## config.mk

```make
export PLATFORM = sky130hd
export DESIGN_NAME = lc3_sequencer
export DESIGN_NICKNAME = d
export VERILOG_FILES = /design/src/rtl/lc3_sequencer.sv
export SDC_FILE = /design/constraint.sdc
export NUM_CORES = 1
export LEC_CHECK = 0
export CORE_AREA = 2 2 43 45
export CTS_BUF_LIST = sky130_fd_sc_hd__clkbuf_4 sky130_fd_sc_hd__clkbuf_8
export CTS_CLUSTER_SIZE = 25
export DETAILED_ROUTE_END_ITERATION = 8
export DIE_AREA = 0 0 45 47
export GPL_TIMING_DRIVEN = 0
export PLACE_DENSITY = 0.86
export SETUP_SLACK_MARGIN = 0.2
export SLEW_MARGIN = 5
export SYNTH_ARGS = -nofsm -noshare
export SYNTH_HDL_FRONTEND = slang
export SYNTH_SLANG_ARGS = --single-unit
```

## constraint.sdc

```tcl
create_clock -name CLK -period 1.8 [get_ports CLK]
set_clock_uncertainty 0.1 [all_clocks]
set_input_delay 0.45 -clock CLK [delete_from_list [all_inputs] [get_ports CLK]]
set_output_delay 0.45 -clock CLK [all_outputs]
set_load 0.02 [all_outputs]
```

## src/rtl/lc3_sequencer.sv

```systemverilog
// Multi-cycle LC-3 control FSM: fetch, decode, execute, memory and write-back sequencing.
// Optional memory-wait watchdog enabled by defining LC3_SEQ_TIMEOUT_EN.
module lc3_sequencer #(
  parameter int unsigned TIMEOUT_CYCLES = 15
) (
  input  logic        CLK,
  input  logic        RESET,
  input  logic [15:0] IR,
  input  logic [2:0]  NZP,
  input  logic        MEM_READY,
  output logic        MEM_RD,
  output logic        MEM_WE,
  output logic        MAR_LE,
  output logic        MAR_SEL,
  output logic        IR_LE,
  output logic        PC_LE,
  output logic [1:0]  PC_SEL,
  output logic        RD_LE,
  output logic        REG_Control,
  output logic [1:0]  ALU_OP,
  output logic        CC_LE,
  output logic        ILLEGAL,
  output logic        HALTED,
  output logic        MEM_ERR,
  output logic [2:0]  STATE
);

  typedef enum logic [2:0] {
    StFetch0 = 3'd0,
    StFetch1 = 3'd1,
    StDecode = 3'd2,
    StExec   = 3'd3,
    StMem    = 3'd4,
    StWb     = 3'd5,
    StHalt   = 3'd6
  } state_e;

  state_e     state_q, state_d;
  logic [3:0] opcode;
  logic       is_st;
  logic       br_taken;
  logic       timeout;
  logic       unused_ir;

  assign opcode    = IR[15:12];
  assign is_st     = (opcode == 4'b0011);
  assign br_taken  = |(IR[11:9] & NZP);
  assign unused_ir = ^IR[8:0];

`ifdef LC3_SEQ_TIMEOUT_EN
  logic [3:0] wait_q;
  logic       mem_err_q;
  logic       in_wait;

  assign in_wait = (state_q == StFetch1) || (state_q == StMem);
  // Abort on the wait cycle that would bring the counter to the limit.
  assign timeout = in_wait && !MEM_READY && (wait_q == 4'(TIMEOUT_CYCLES - 1));
  assign MEM_ERR = mem_err_q;

  always_ff @(posedge CLK) begin
    if (RESET) begin
      wait_q    <= 4'd0;
      mem_err_q <= 1'b0;
    end else begin
      if (in_wait && !MEM_READY) begin
        wait_q <= wait_q + 4'd1;
      end else begin
        wait_q <= 4'd0;
      end
      if (timeout) begin
        mem_err_q <= 1'b1;
      end
    end
  end
`else
  localparam int unsigned unused_timeout = TIMEOUT_CYCLES;
  assign timeout = 1'b0;
  assign MEM_ERR = 1'b0;
`endif

  always_comb begin
    state_d = StFetch0;
    case (state_q)
      StFetch0: state_d = StFetch1;
      StFetch1: begin
        if (MEM_READY)    state_d = StDecode;
        else if (timeout) state_d = StHalt;
        else              state_d = StFetch1;
      end
      StDecode: state_d = StExec;
      StExec: begin
        case (opcode)
          4'b0010, 4'b0011: state_d = StMem;
          4'b1111:          state_d = StHalt;
          default:          state_d = StFetch0;
        endcase
      end
      StMem: begin
        if (MEM_READY)    state_d = is_st ? StFetch0 : StWb;
        else if (timeout) state_d = StHalt;
        else              state_d = StMem;
      end
      StWb:    state_d = StFetch0;
      StHalt:  state_d = StHalt;
      default: state_d = StFetch0;
    endcase
  end

  always_ff @(posedge CLK) begin
    if (RESET) begin
      state_q <= StFetch0;
    end else begin
      state_q <= state_d;
    end
  end

  // Reset gates every output combinationally so a pending request drops at once.
  always_comb begin
    MEM_RD      = 1'b0;
    MEM_WE      = 1'b0;
    MAR_LE      = 1'b0;
    MAR_SEL     = 1'b0;
    IR_LE       = 1'b0;
    PC_LE       = 1'b0;
    PC_SEL      = 2'd0;
    RD_LE       = 1'b0;
    REG_Control = 1'b0;
    ALU_OP      = 2'd0;
    CC_LE       = 1'b0;
    ILLEGAL     = 1'b0;
    HALTED      = 1'b0;
    STATE       = 3'd0;
    if (!RESET) begin
      STATE = state_q;
      case (state_q)
        StFetch0: MAR_LE = 1'b1;
        StFetch1: begin
          MEM_RD = 1'b1;
          IR_LE  = MEM_READY;
          PC_LE  = MEM_READY;
        end
        StExec: begin
          case (opcode)
            4'b0001: begin RD_LE = 1'b1; CC_LE = 1'b1; ALU_OP = 2'd0; end
            4'b0101: begin RD_LE = 1'b1; CC_LE = 1'b1; ALU_OP = 2'd1; end
            4'b1001: begin RD_LE = 1'b1; CC_LE = 1'b1; ALU_OP = 2'd2; end
            4'b0010, 4'b0011: begin MAR_LE = 1'b1; MAR_SEL = 1'b1; end
            4'b0000: begin
              PC_LE  = br_taken;
              PC_SEL = br_taken ? 2'd1 : 2'd0;
            end
            4'b1100: begin PC_LE = 1'b1; PC_SEL = 2'd2; end
            4'b1111: ;
            default: ILLEGAL = 1'b1;
          endcase
        end
        StMem: begin
          MEM_RD = !is_st;
          MEM_WE = is_st;
        end
        StWb: begin
          RD_LE       = 1'b1;
          REG_Control = 1'b1;
          CC_LE       = 1'b1;
        end
        StHalt:  HALTED = 1'b1;
        default: ;
      endcase
    end
  end

endmodule

```

==> metrics.json, run 1 <==
{
  "clk_latency_ns": 0.25,
  "failed_checks": "setup timing",
  "worst_path_most_repeated_cell": "buf_6",
  "synth.largest_area_cell": "dfxtp_1",
  "grt_pass1_vias": 651,
  "floorplan.io_pins": 41,
  "die_area_mm2": 0.00212,
  "finished_layout_cells": 129,
  "power.static_leakage_nw": 0.505,
  "wl_per_cell_um": 16.4,
  "setup_tns_ns": -1.69,
  "postSynthRegisterBits": 3,
  "drt_pass1_iterations": 4,
  "grt_overflow_total": 0,
  "timing.max_cap.violations": 0,
  "number_of_synthesis_warnings": 0,
  "terminus_of_the_critical_flop_to_flop_path": "state_q[0]$_SDFF_PP0_",
  "min_from": "RESET",
  "postSynthAreaPerCell_um2": 7.67,
  "synth-main-ff-cell": "dfxtp_1",
  "via_per_inst": 5.44,
  "yosys.cell_count.top_type": "nor2b_1",
  "power.share.sequential_pct": 17.0,
  "clock_sinks": 3,
  "finalHoldViolations": 0,
  "ctsHoldBuffers": 0,
  "cpMaxStageDelayCell": "dfxtp_4",
  "synth_area_leaders": "dfxtp_1 (13%), nor2b_1 (7.9%), nor3b_2 (7.9%)",
  "netlist_instances": 62,
  "finalMaxSlewViolations": 0,
  "syn_area_um2": 475,
  "grt_use_total_pct": 19.6,
  "hold_path_depth": 2,
  "dr_total_vias": 702,
  "registers.top_by_ff_count": "state_q",
  "diodes": 0,
  "hold_path_end": "state_q[1]$_SDFF_PP0_",
  "tritoncts": "built",
  "biggestRegsByFlops": "state_q: 3 flops",
  "finalInstanceArea_mm2": 0.00111,
  "synth_enable_flop_cells": 0,
  "whs_ns": 0.329,
  "worst_hold_path_class": "in -> reg",
  "wire_length_of_the_first_global_routing_pass_um": 2990,
  "synth_top_cell_area_share_pct": 12.6,
  "dpl.hpwl_um": 1140,
  "share_comb_of_total_power_pct": 51.5,
  "cts-htree-levels": 1,
  "yosysSeqAreaShare_pct": 12.6,
  "finalWeightedCongestion": 0.753,
  "overall_die_height_um": 47,
  "dpl.cell_count": 107,
  "path_max_fanout": 6,
  "final_min_period_over_clock_period_pct": 111,
  "layout-area-overhead-vs-synth_pct": 133,
  "die-width_um": 45,
  "largest_reg_flops": 3,
  "worst-r2r-setup-slack_ns": 0.45,
  "critical_path_class": "reg -> out",
  "synth.cells.most_frequent": "nor2b_1 (6), a21oi_1 (4), buf_4 (4), nor2_1 (4)",
  "starting_density_pct": 28.8,
  "worst-endpoint-arrival_ns": 1.45,
  "intPower_w": 0.000291,
  "maximum_ir_drop_on_the_vdd_rail_mv": 0.234,
  "grt_setup_unrepaired": "true",
  "power_density_mw_per_mm2": 410,
  "ctsLongestPathBuffers": 2,
  "synth_fp_nets": 84,
  "power.switching_fraction_pct": 35.9,
  "fin_crit_ns": 2.00,
  "clock_power_share_pct": 31.5,
  "setup.worst_path.end_class": "output pin",
  "number_of_buffers_inserted_during_clock_tree_synthesis": 3,
  "drc": 0,
  "drtIter0Drc": 26,
  "synthDistinctLibCells": 36,
  "worst_setup_path_start_kind": "flip-flop",
  "path_clk_slew_ns": 0.04,
  "core_region_area_mm2": 0.00165,
  "run_status": "finished, violations left",
  "clock_tree.root_cell": "clkbuf_4",
  "max_freq_mhz": 499,
  "critical-path-top-delay-family": "simple AND/OR/NAND/NOR gates",
  "pin_count_of_the_biggest_net_entering_global_routing": 11,
  "port_buffers": 28,
  "async_flop_share_pct": 0,
  "timing.critical_path.buf_inv": 2,
  "worst_r2r_path_depth": 3,
  "fin_nets": 135,
  "postPlaceCellArea_um2": 900,
  "final_setup_violation_count": 15,
  "drtAntennaViolNets": 0,
  "crit_path_max_incr_delay_ns": 0.36,
  "total_switching_power_w": 0.000163,
  "worstPathRequired_ns": 1.25,
  "grt_antenna_before_repair": 0,
  "post_route_cells_drive_above_1_share_pct": 73.2,
  "r2r-start": "state_q[2]$_SDFF_PP0_",
  "fin_ws_ns": -0.203,
  "totalWireLength_um": 2110,
  "floorplan.rows": 15,
  "critical_path.cell_chain": "and4bb_2, nand3b_4, o21bai_4, buf_6, buf_6",
  "final_core_utilization_pct": 67.0
}
==> placed cells by master, fill, tap and decap left out, types with 3 or more instances in the layout <==
cell	count
buf_2	7
nor2b_1	3
nor2b_4	3
buf_4	21
buf_6	18
clkbuf_4	4
nor3b_4	3
==> cell type report <==
cell class | count | area [um2]
Buffer | 7 | 82.6
Clock buffer | 4 | 30.0
Fill cell | 127 | 544
Multi-Input combinational cell | 52 | 529
Sequential cell | 3 | 68.8
Tap cell | 17 | 21.3
Timing Repair Buffer | 46 | 375
==> kinds of logic (layout without fill, tap and decap cells) <==
family / Yosys count / in the layout / synth area share (%)
AND/OR/NAND/NOR: 38 / 38 / 56.6
buffers and inverters: 7 / 57 / 10.8
XOR/XNOR: 1 / 1 / 1.84
flip-flops: 3 / 3 / 12.6
other: 1 / 1 / 0.789
AO/OA/AOI/OAI: 12 / 12 / 17.4
==> power groups by stage <==
stage / Sequential (W) / Clock, W / Combinational [W]
final: 0.0000771 / 0.000143 / 0.000234
after CTS: 0.0000769 / 0.000147 / 0.000196
after global placement: 0.0000761 / 0 / 0.000167
after detailed placement: 0.0000765 / 0 / 0.000170
after global routing: 0.0000774 / 0.000154 / 0.000245
after floorplan: 0.0000753 / 0 / 0.000108
==> how the worst max path moves through the flow <==
stage | start | to | slack [ns] | depth (start not counted)
global route | state_q[0]$_SDFF_PP0_ | RD_LE | -0.25 | 6
CTS | state_q[2]$_SDFF_PP0_ | RD_LE | -0.19 | 5
floorplan | RESET | RD_LE | -0.09 | 5
finish | state_q[2]$_SDFF_PP0_ | RD_LE | -0.20 | 5
global placement | IR[14] | ILLEGAL | -1.0 | 5
detailed placement | IR[14] | ILLEGAL | -1.02 | 5
==> routing by layer <==
| metal | up-vias | routed length (um) | GRT usage (%) |
|---|---|---|---|
| met1 | 329 | 757 | 22.5 |
| met2 | 37 | 1130 | 36.0 |
| met3 | 7 | 178 | 1.92 |
| li1 | 329 | - | - |
| met4 | 0 | 44 | 10.0 |
| met5 | - | 0 | 0 |
==> timing repair <==
item / in CTS / in global routing
endpoints found under the setup margin: 20 / 16
hold endpoints to repair: 0 / 0
pin swaps: 10 / 6
setup buffers: 12 / 6
gates resized for setup: 142 / 17
==> through the flow <==
step / total power, W / setup slack (ns)
2_1_floorplan: 0.000183 / -0.0869
6_report: 0.000454 / -0.203
3_3_place_gp: 0.000243 / -0.998
4_1_cts: 0.000419 / -0.186
3_5_place_dp: 0.000247 / -1.02
5_1_grt: 0.000477 / -0.250
No activity file was read; power rests on OpenSTA's default activity.
==> inputs of run 2 (changes only) <==
- clock period: 1.8 -> 2.1 ns (I/O delays scaled with it)
==> run 2 against run 1 <==
- the flow now finishes without violations
- clock power fell by 21%
- utilization fell by 2.6 points
- worst setup slack improved by 0.25 ns
- clock-buffer cell count did not move
- first-iteration DRC count fell by 62%
- via count fell by 6.4%
- routed wire length fell by 9.8%
- die area did not move
- design area fell by 3.8%
- critical path depth rose by 1
- highest routed layer unchanged
==> metrics.json, run 2 (synthesized netlist as in run 1, its figures left out) <==
{
  "clock_tree.root_cell": "clkbuf_4",
  "finalMaxSlewViolations": {"value": 0, "change": "unchanged"},
  "grt_overflow_total": {"value": 0, "change": "unchanged"},
  "max_freq_mhz": 488,
  "r2r-start": "state_q[1]$_SDFF_PP0_",
  "ctsHoldBuffers": {"value": 0, "change": "unchanged"},
  "setup.worst_path.end_class": "output pin",
  "cts-htree-levels": {"value": 1, "change": "unchanged"},
  "worst-r2r-setup-slack": {"value": 0.83, "unit": "ns", "change": "+0.38 ns"},
  "drtIter0Drc": {"value": 10, "change": "-62%"},
  "power.static_leakage": {"value": 0.491, "unit": "nW", "change": "-2.6%"},
  "intPower": {"value": 0.000244, "unit": "W", "change": "-16%"},
  "pin_count_of_the_biggest_net_entering_global_routing": {"value": 11, "change": "unchanged"},
  "worst-endpoint-arrival": {"value": 1.42, "unit": "ns", "change": "-0.03 ns"},
  "number_of_buffers_inserted_during_clock_tree_synthesis": {"value": 3, "change": "unchanged"},
  "grt_use_total": {"value": 17.9, "unit": "%", "change": "-1.7 points"},
  "path_max_fanout": {"value": 6, "change": "unchanged"},
  "final_setup_violation_count": {"value": 0, "change": "-15"},
  "tritoncts": "built",
  "maximum_ir_drop_on_the_vdd_rail": {"value": 0.209, "unit": "mV", "change": "-11%"},
  "power.share.sequential": {"value": 18.1, "unit": "%", "change": "+1.1 points"},
  "run_status": "finished, final reports clean",
  "totalWireLength": {"value": 1900, "unit": "um", "change": "-9.8%"},
  "finalWeightedCongestion": {"value": 0.726, "change": "-3.6%"},
  "registers.top_by_ff_count": "state_q",
  "crit_path_max_incr_delay": {"value": 0.32, "unit": "ns", "change": "-0.04 ns"},
  "power_density": {"value": 343, "unit": "mW/mm2", "change": "-16%"},
  "drtAntennaViolNets": {"value": 0, "change": "unchanged"},
  "worst_setup_path_start_kind": "input port",
  "count_of_fill_cells_added_during_filler_insertion": {"value": 139, "change": "+9.4%"},
  "post_route_cells_drive_above_1_share": {"value": 67.3, "unit": "%", "change": "-5.9 points"},
  "biggestRegsByFlops": "state_q: 3 flops",
  "die-width": {"value": 45, "unit": "um", "change": "unchanged"},
  "path_clk_slew": {"value": 0.04, "unit": "ns", "change": "about the same"},
  "final_cell_mix": "buf_4 (21), buf_6 (14), buf_2 (5), nor3b_4 (4), clkbuf_4 (4)",
  "drt_pass1_iterations": {"value": 4, "change": "unchanged"},
  "total_switching_power": {"value": 0.000121, "unit": "W", "change": "-26%"},
  "dpl.hpwl": {"value": 1080, "unit": "um", "change": "-5.1%"},
  "final_min_period_over_clock_period_pct": 97.6,
  "diodes": {"value": 0, "change": "unchanged"},
  "wl_per_cell": {"value": 15.3, "unit": "um", "change": "-6.2%"},
  "share_comb_of_total_power": {"value": 51.0, "unit": "%", "change": "-0.5 points"},
  "drc": {"value": 0, "change": "unchanged"},
  "final_core_utilization": {"value": 64.5, "unit": "%", "change": "-2.6 points"},
  "grt_antenna_before_repair": {"value": 0, "change": "unchanged"},
  "critical_path_class": "in -> out",
  "starting_density": {"value": 28.8, "unit": "%", "change": "unchanged"},
  "power.switching_fraction": {"value": 33.1, "unit": "%", "change": "-2.8 points"},
  "worst_r2r_path_depth": {"value": 5, "change": "+2"},
  "ctsLongestPathBuffers": {"value": 2, "change": "unchanged"},
  "whs": {"value": 0.474, "unit": "ns", "change": "+0.145 ns"},
  "min_from": "RESET",
  "cpMaxStageDelayCell": "and4bb_2",
  "finished_layout_cells": {"value": 124, "change": "-3.9%"},
  "floorplan.io_pins": {"value": 41, "change": "unchanged"},
  "die_area": {"value": 0.00212, "unit": "mm2", "change": "unchanged"},
  "wire_length_of_the_first_global_routing_pass": {"value": 2750, "unit": "um", "change": "-7.8%"},
  "via_per_inst": {"value": 5.30, "change": "-2.6%"},
  "fin_crit_ns": 2.05,
  "layout-area-overhead-vs-synth_pct": 124,
  "core_region_area": {"value": 0.00165, "unit": "mm2", "change": "unchanged"},
  "terminus_of_the_critical_flop_to_flop_path": "state_q[2]$_SDFF_PP0_",
  "port_buffers": {"value": 28, "change": "unchanged"},
  "largest_reg_flops": {"value": 3, "change": "unchanged"},
  "clk_latency": {"value": 0.23, "unit": "ns", "change": "-0.02 ns"},
  "hold_path_depth": {"value": 3, "change": "+1"},
  "report.power.total": {"value": 0.000365, "unit": "W", "change": "-20%"},
  "worst_hold_path_class": "in -> reg",
  "hold_path_end": "state_q[1]$_SDFF_PP0_",
  "dpl.cell_count": {"value": 107, "change": "unchanged"},
  "grt_pass1_vias": {"value": 623, "change": "-4.3%"},
  "worst_path_most_repeated_cell": "buf_6",
  "critical_path.cell_chain": "buf_12, and4bb_2, nand3b_4, o21bai_4, buf_6, buf_6",
  "fin_nets": {"value": 130, "change": "-3.7%"},
  "worstPathRequired": {"value": 1.47, "unit": "ns", "change": "+0.22 ns"},
  "layout_commonest_cell": "buf_4",
  "setup_tns": {"value": 0, "unit": "ns", "change": "+1.69 ns"},
  "timing.max_cap.violations": {"value": 0, "change": "unchanged"},
  "grt_setup_unrepaired": "true",
  "clock_power_share": {"value": 30.9, "unit": "%", "change": "-0.6 points"},
  "dr_total_vias": {"value": 657, "change": "-6.4%"},
  "overall_die_height": {"value": 47, "unit": "um", "change": "unchanged"},
  "clock_sinks": {"value": 3, "change": "unchanged"},
  "finalHoldViolations": {"value": 0, "change": "unchanged"},
  "floorplan.rows": {"value": 15, "change": "unchanged"}
}
[run 2: critical path: cells and delay by family]
| family | cells | cell delay, ns |
|---|---|---|
| AND/OR/NAND/NOR | 2 | 0.44 |
| AO/OA/AOI/OAI | 1 | 0.14 |
| buffers and inverters | 3 | 0.32 |
[run 2: how the worst max path moves through the flow]
stage | from | end | slack, ns | cells after the start
after global routing | RESET | ALU_OP[0] | 0.01 | 5
after CTS | RESET | RD_LE | 0.002 | 6
after global placement | IR[14] | MAR_LE | -1.0 | 5
after floorplan | RESET | RD_LE | 0.06 | 5
after detailed placement | IR[14] | MAR_LE | -1.03 | 5
final | RESET | RD_LE | 0.05 | 6
[run 2: layout make-up]
cell class | count | area [um2] | share of cell area [%]
Sequential cell | 3 | 65.1 | 6.11
Tap cell | 17 | 21.3 | 2.00
Multi-Input combinational cell | 52 | 517 | 48.5
Clock buffer | 4 | 30.0 | 2.82
Buffer | 7 | 87.6 | 8.23
Timing Repair Buffer | 41 | 344 | 32.3
[run 2: power groups by stage]
stage	sequential [W]	combinational [W]	clock, W
after floorplan	0.0000646	0.0000902	0
after global placement	0.0000652	0.000141	0
after detailed placement	0.0000652	0.000143	0
after CTS	0.0000664	0.000167	0.000115
after global routing	0.0000664	0.000197	0.000122
final	0.0000662	0.000186	0.000113
[run 2: per-layer routing]
| metal | vias to the layer above | global-route usage [%] | wire length (um) | part of all wire (%) |
|---|---|---|---|---|
| li1 | 319 | - | - | - |
| met1 | 308 | 21.5 | 709 | 37 |
| met2 | 26 | 31.7 | 1030 | 54 |
| met3 | 4 | 1.92 | 123 | 6.5 |
| met4 | 0 | 8.82 | 36 | 1.9 |
| met5 | - | 0 | 0 | 0 |
[run 2: repair_timing]
action,CTS,global route
endpoints found under the hold margin,0,0
buffers inserted,11,2
resized for setup,133,16
pin swaps,17,9
setup endpoints to repair,18,15
[run 2: stage by stage]
step                      instance area [um2]  worst slack, ns
after floorplan                           583           0.0609
after global placement                    885           -0.999
after detailed placement                  885            -1.03
after CTS                                1020          0.00191
after global routing                     1060           0.0146
final                                    1060           0.0507
==> inputs of run 3 (changes only) <==
- CTS_BUF_LIST: sky130_fd_sc_hd__clkbuf_4 sky130_fd_sc_hd__clkbuf_8 -> not set
- CTS_CLUSTER_DIAMETER: not set -> 40
- clock period: 2.1 -> 1.94 ns (I/O delays scaled with it)
==> run 3 against run 2 <==
- the flow now finishes with violations (setup timing)
- critical path depth is 1 lower
- sequential share of layout area is 0.15 points higher
- global-route usage is 2.7 points higher
- via count is 5.2% higher
- sequential cell count stayed put
- design area is 3.3% higher
- die area stayed put
- worst setup slack worse by 0.14 ns
- register-to-register slack worse by 0.20 ns
- sequential power is 5.6% higher
- routed wire length is 12% higher
- critical path type is now reg -> out
==> metrics.json, run 3 (synthesized netlist as in run 1, its figures left out) <==
{
  "fin_crit_ns": 2.03,
  "ctsHoldBuffers": {"value": 0, "change": "unchanged"},
  "grt_overflow_total": {"value": 0, "change": "unchanged"},
  "post_route_cells_drive_above_1_share": {"value": 71.2, "unit": "%", "change": "+3.9 points"},
  "worst-endpoint-arrival": {"value": 1.44, "unit": "ns", "change": "+0.02 ns"},
  "largest_reg_flops": {"value": 3, "change": "unchanged"},
  "maximum_ir_drop_on_the_vdd_rail": {"value": 0.231, "unit": "mV", "change": "+11%"},
  "die-width": {"value": 45, "unit": "um", "change": "unchanged"},
  "failed_checks": "setup timing",
  "worst_hold_path_class": "in -> reg",
  "grt_use_total": {"value": 20.6, "unit": "%", "change": "+2.7 points"},
  "drtAntennaViolNets": {"value": 0, "change": "unchanged"},
  "crit_path_max_incr_delay": {"value": 0.31, "unit": "ns", "change": "about the same"},
  "cpMaxStageDelayCell": "dfxtp_2",
  "wl_per_cell": {"value": 16.7, "unit": "um", "change": "+8.5%"},
  "critical_path_class": "reg -> out",
  "dp_worst_setup_slack": {"value": -0.965, "unit": "ns", "change": "+0.0680 ns"},
  "wire_length_of_the_first_global_routing_pass": {"value": 3130, "unit": "um", "change": "+14%"},
  "ctsLongestPathBuffers": {"value": 2, "change": "unchanged"},
  "finalWeightedCongestion": {"value": 0.764, "change": "+5.2%"},
  "grt_antenna_before_repair": {"value": 0, "change": "unchanged"},
  "grt_setup_unrepaired": "true",
  "pin_count_of_the_biggest_net_entering_global_routing": {"value": 11, "change": "unchanged"},
  "path_clk_slew": {"value": 0.04, "unit": "ns", "change": "about the same"},
  "worst_setup_path_start_kind": "flip-flop",
  "layout_commonest_cell": "buf_4",
  "layout-area-overhead-vs-synth_pct": 131,
  "final_setup_violation_count": {"value": 8, "change": "+8"},
  "run_status": "finished, violations left",
  "drc": {"value": 0, "change": "unchanged"},
  "critical_path.cell_chain": "buf_6, and4bb_2, nand3b_4, nor3b_2, buf_4",
  "drt_pass1_iterations": {"value": 4, "change": "unchanged"},
  "timing.max_cap.violations": {"value": 0, "change": "unchanged"},
  "number_of_buffers_inserted_during_clock_tree_synthesis": {"value": 3, "change": "unchanged"},
  "clk_latency": {"value": 0.24, "unit": "ns", "change": "about the same"},
  "biggestRegsByFlops": "state_q: 3 flops",
  "max_freq_mhz": 494,
  "die_area": {"value": 0.00212, "unit": "mm2", "change": "unchanged"},
  "worstPathRequired": {"value": 1.35, "unit": "ns", "change": "-0.12 ns"},
  "setup.worst_path.end_class": "output pin",
  "dpl.hpwl": {"value": 1180, "unit": "um", "change": "+9.8%"},
  "totalWireLength": {"value": 2130, "unit": "um", "change": "+12%"},
  "fin_ws": {"value": -0.0863, "unit": "ns", "change": "-0.137 ns"},
  "final_min_period_over_clock_period_pct": 104,
  "registers.top_by_ff_count": "state_q",
  "grt_pass1_vias": {"value": 732, "change": "+17%"},
  "power.static_leakage": {"value": 0.500, "unit": "nW", "change": "+1.8%"},
  "clock_sinks": {"value": 3, "change": "unchanged"},
  "floorplan.io_pins": {"value": 41, "change": "unchanged"},
  "cts-htree-levels": {"value": 1, "change": "unchanged"},
  "core_region_area": {"value": 0.00165, "unit": "mm2", "change": "unchanged"},
  "via_per_inst": {"value": 5.40, "change": "+1.9%"},
  "path_max_fanout": {"value": 7, "change": "+1"},
  "floorplan.rows": {"value": 15, "change": "unchanged"},
  "dpl.cell_count": {"value": 107, "change": "unchanged"},
  "whs": {"value": 0.359, "unit": "ns", "change": "-0.114 ns"},
  "setup_tns": {"value": -0.359, "unit": "ns", "change": "-0.359 ns"},
  "finished_layout_cells": {"value": 128, "change": "+3.2%"},
  "power_density": {"value": 359, "unit": "mW/mm2", "change": "+4.8%"},
  "drtIter0Drc": {"value": 11, "change": "+1"},
  "tritoncts": "built",
  "overall_die_height": {"value": 47, "unit": "um", "change": "unchanged"},
  "finalHoldViolations": {"value": 0, "change": "unchanged"},
  "starting_density": {"value": 28.8, "unit": "%", "change": "unchanged"},
  "finalMaxSlewViolations": {"value": 0, "change": "unchanged"},
  "diodes": {"value": 0, "change": "unchanged"},
  "dr_total_vias": {"value": 691, "change": "+5.2%"},
  "fin_nets": {"value": 134, "change": "+3.1%"},
  "port_buffers": {"value": 28, "change": "unchanged"},
  "final_cell_mix": "buf_4 (23), buf_6 (16), buf_2 (6)",
  "clock_tree.root_cell": "clkbuf_4"
}
[run 3: cell types whose count changed in the layout (fill, tap and decap cells not counted), sizes merged]
| cell | delta |
|---|---|
| buf | +4 |
| dlygate4sd2 | -1 |
| clkbuf | -1 |
| clkdlybuf4s15 | +2 |
[run 3: what timing repair did]
action	in CTS	in global routing
buffers inserted	14	3
resized for setup	145	8
endpoints found under the setup margin	18	17
pin swaps	10	5
[run 3: area by class of cell]
| type | instances | area, um2 |
|---|---|---|
| buffer | 7 | 78.8 |
| timing repair buffer | 45 | 382 |
| fill | 133 | 552 |
| clock buffer | 4 | 26.3 |
| sequential | 3 | 68.8 |
| tap | 17 | 21.3 |
| multi-input combinational | 52 | 523 |
[run 3: final timing paths]
| kind | start | endpoint | slack (ns) | depth (start not counted) |
|---|---|---|---|---|
| worst max-delay path | state_q[0]$_SDFF_PP0_ | ALU_OP[0] | -0.09 | 5 |
| worst min-delay path | RESET | state_q[1]$_SDFF_PP0_ | 0.36 | 2 |
| worst max register to register | state_q[1]$_SDFF_PP0_ | state_q[0]$_SDFF_PP0_ | 0.63 | 3 |
| worst min register to register | state_q[2]$_SDFF_PP0_ | state_q[1]$_SDFF_PP0_ | 0.53 | 2 |
[run 3: where the power goes]
part | total, W | leakage, nW | switching [W] | internal (W)
clock network | 0.000117 | 0.0150 | 0.0000394 | 0.0000775
registers | 0.0000699 | 0.0263 | 0.00000367 | 0.0000663
logic | 0.000208 | 0.459 | 0.000101 | 0.000107
total | 0.000395 | 0.500 | 0.000144 | 0.000251
[run 3: critical path: cells and delay by family (launching register included)]
| kind | cells | cell delay (ns) |
|---|---|---|
| and+or+nand+nor | 3 | 0.61 |
| DFF | 1 | 0.31 |
| buffers and inverters | 2 | 0.28 |
[run 3: routing by layer]
| metal | vias to the layer above | wire (um) | track usage, % |
|---|---|---|---|
| met5 | - | 0 | 0 |
| met3 | 7 | 131 | 1.92 |
| met2 | 37 | 1130 | 38.9 |
| met1 | 323 | 813 | 22.3 |
| met4 | 0 | 54 | 11.8 |
| li1 | 324 | - | - |
[run 3: stage by stage]
| step | util [%] | total power, W | instance area (um2) |
|---|---|---|---|
| 4_1_cts | 64.1 | 0.000375 | 1060 |
| 6_report | 66.6 | 0.000395 | 1100 |
| 5_1_grt | 66.6 | 0.000412 | 1100 |
| 2_1_floorplan | - | 0.000169 | 592 |
| 3_3_place_gp | 54.1 | 0.000224 | 893 |
| 3_5_place_dp | 54.1 | 0.000228 | 893 |
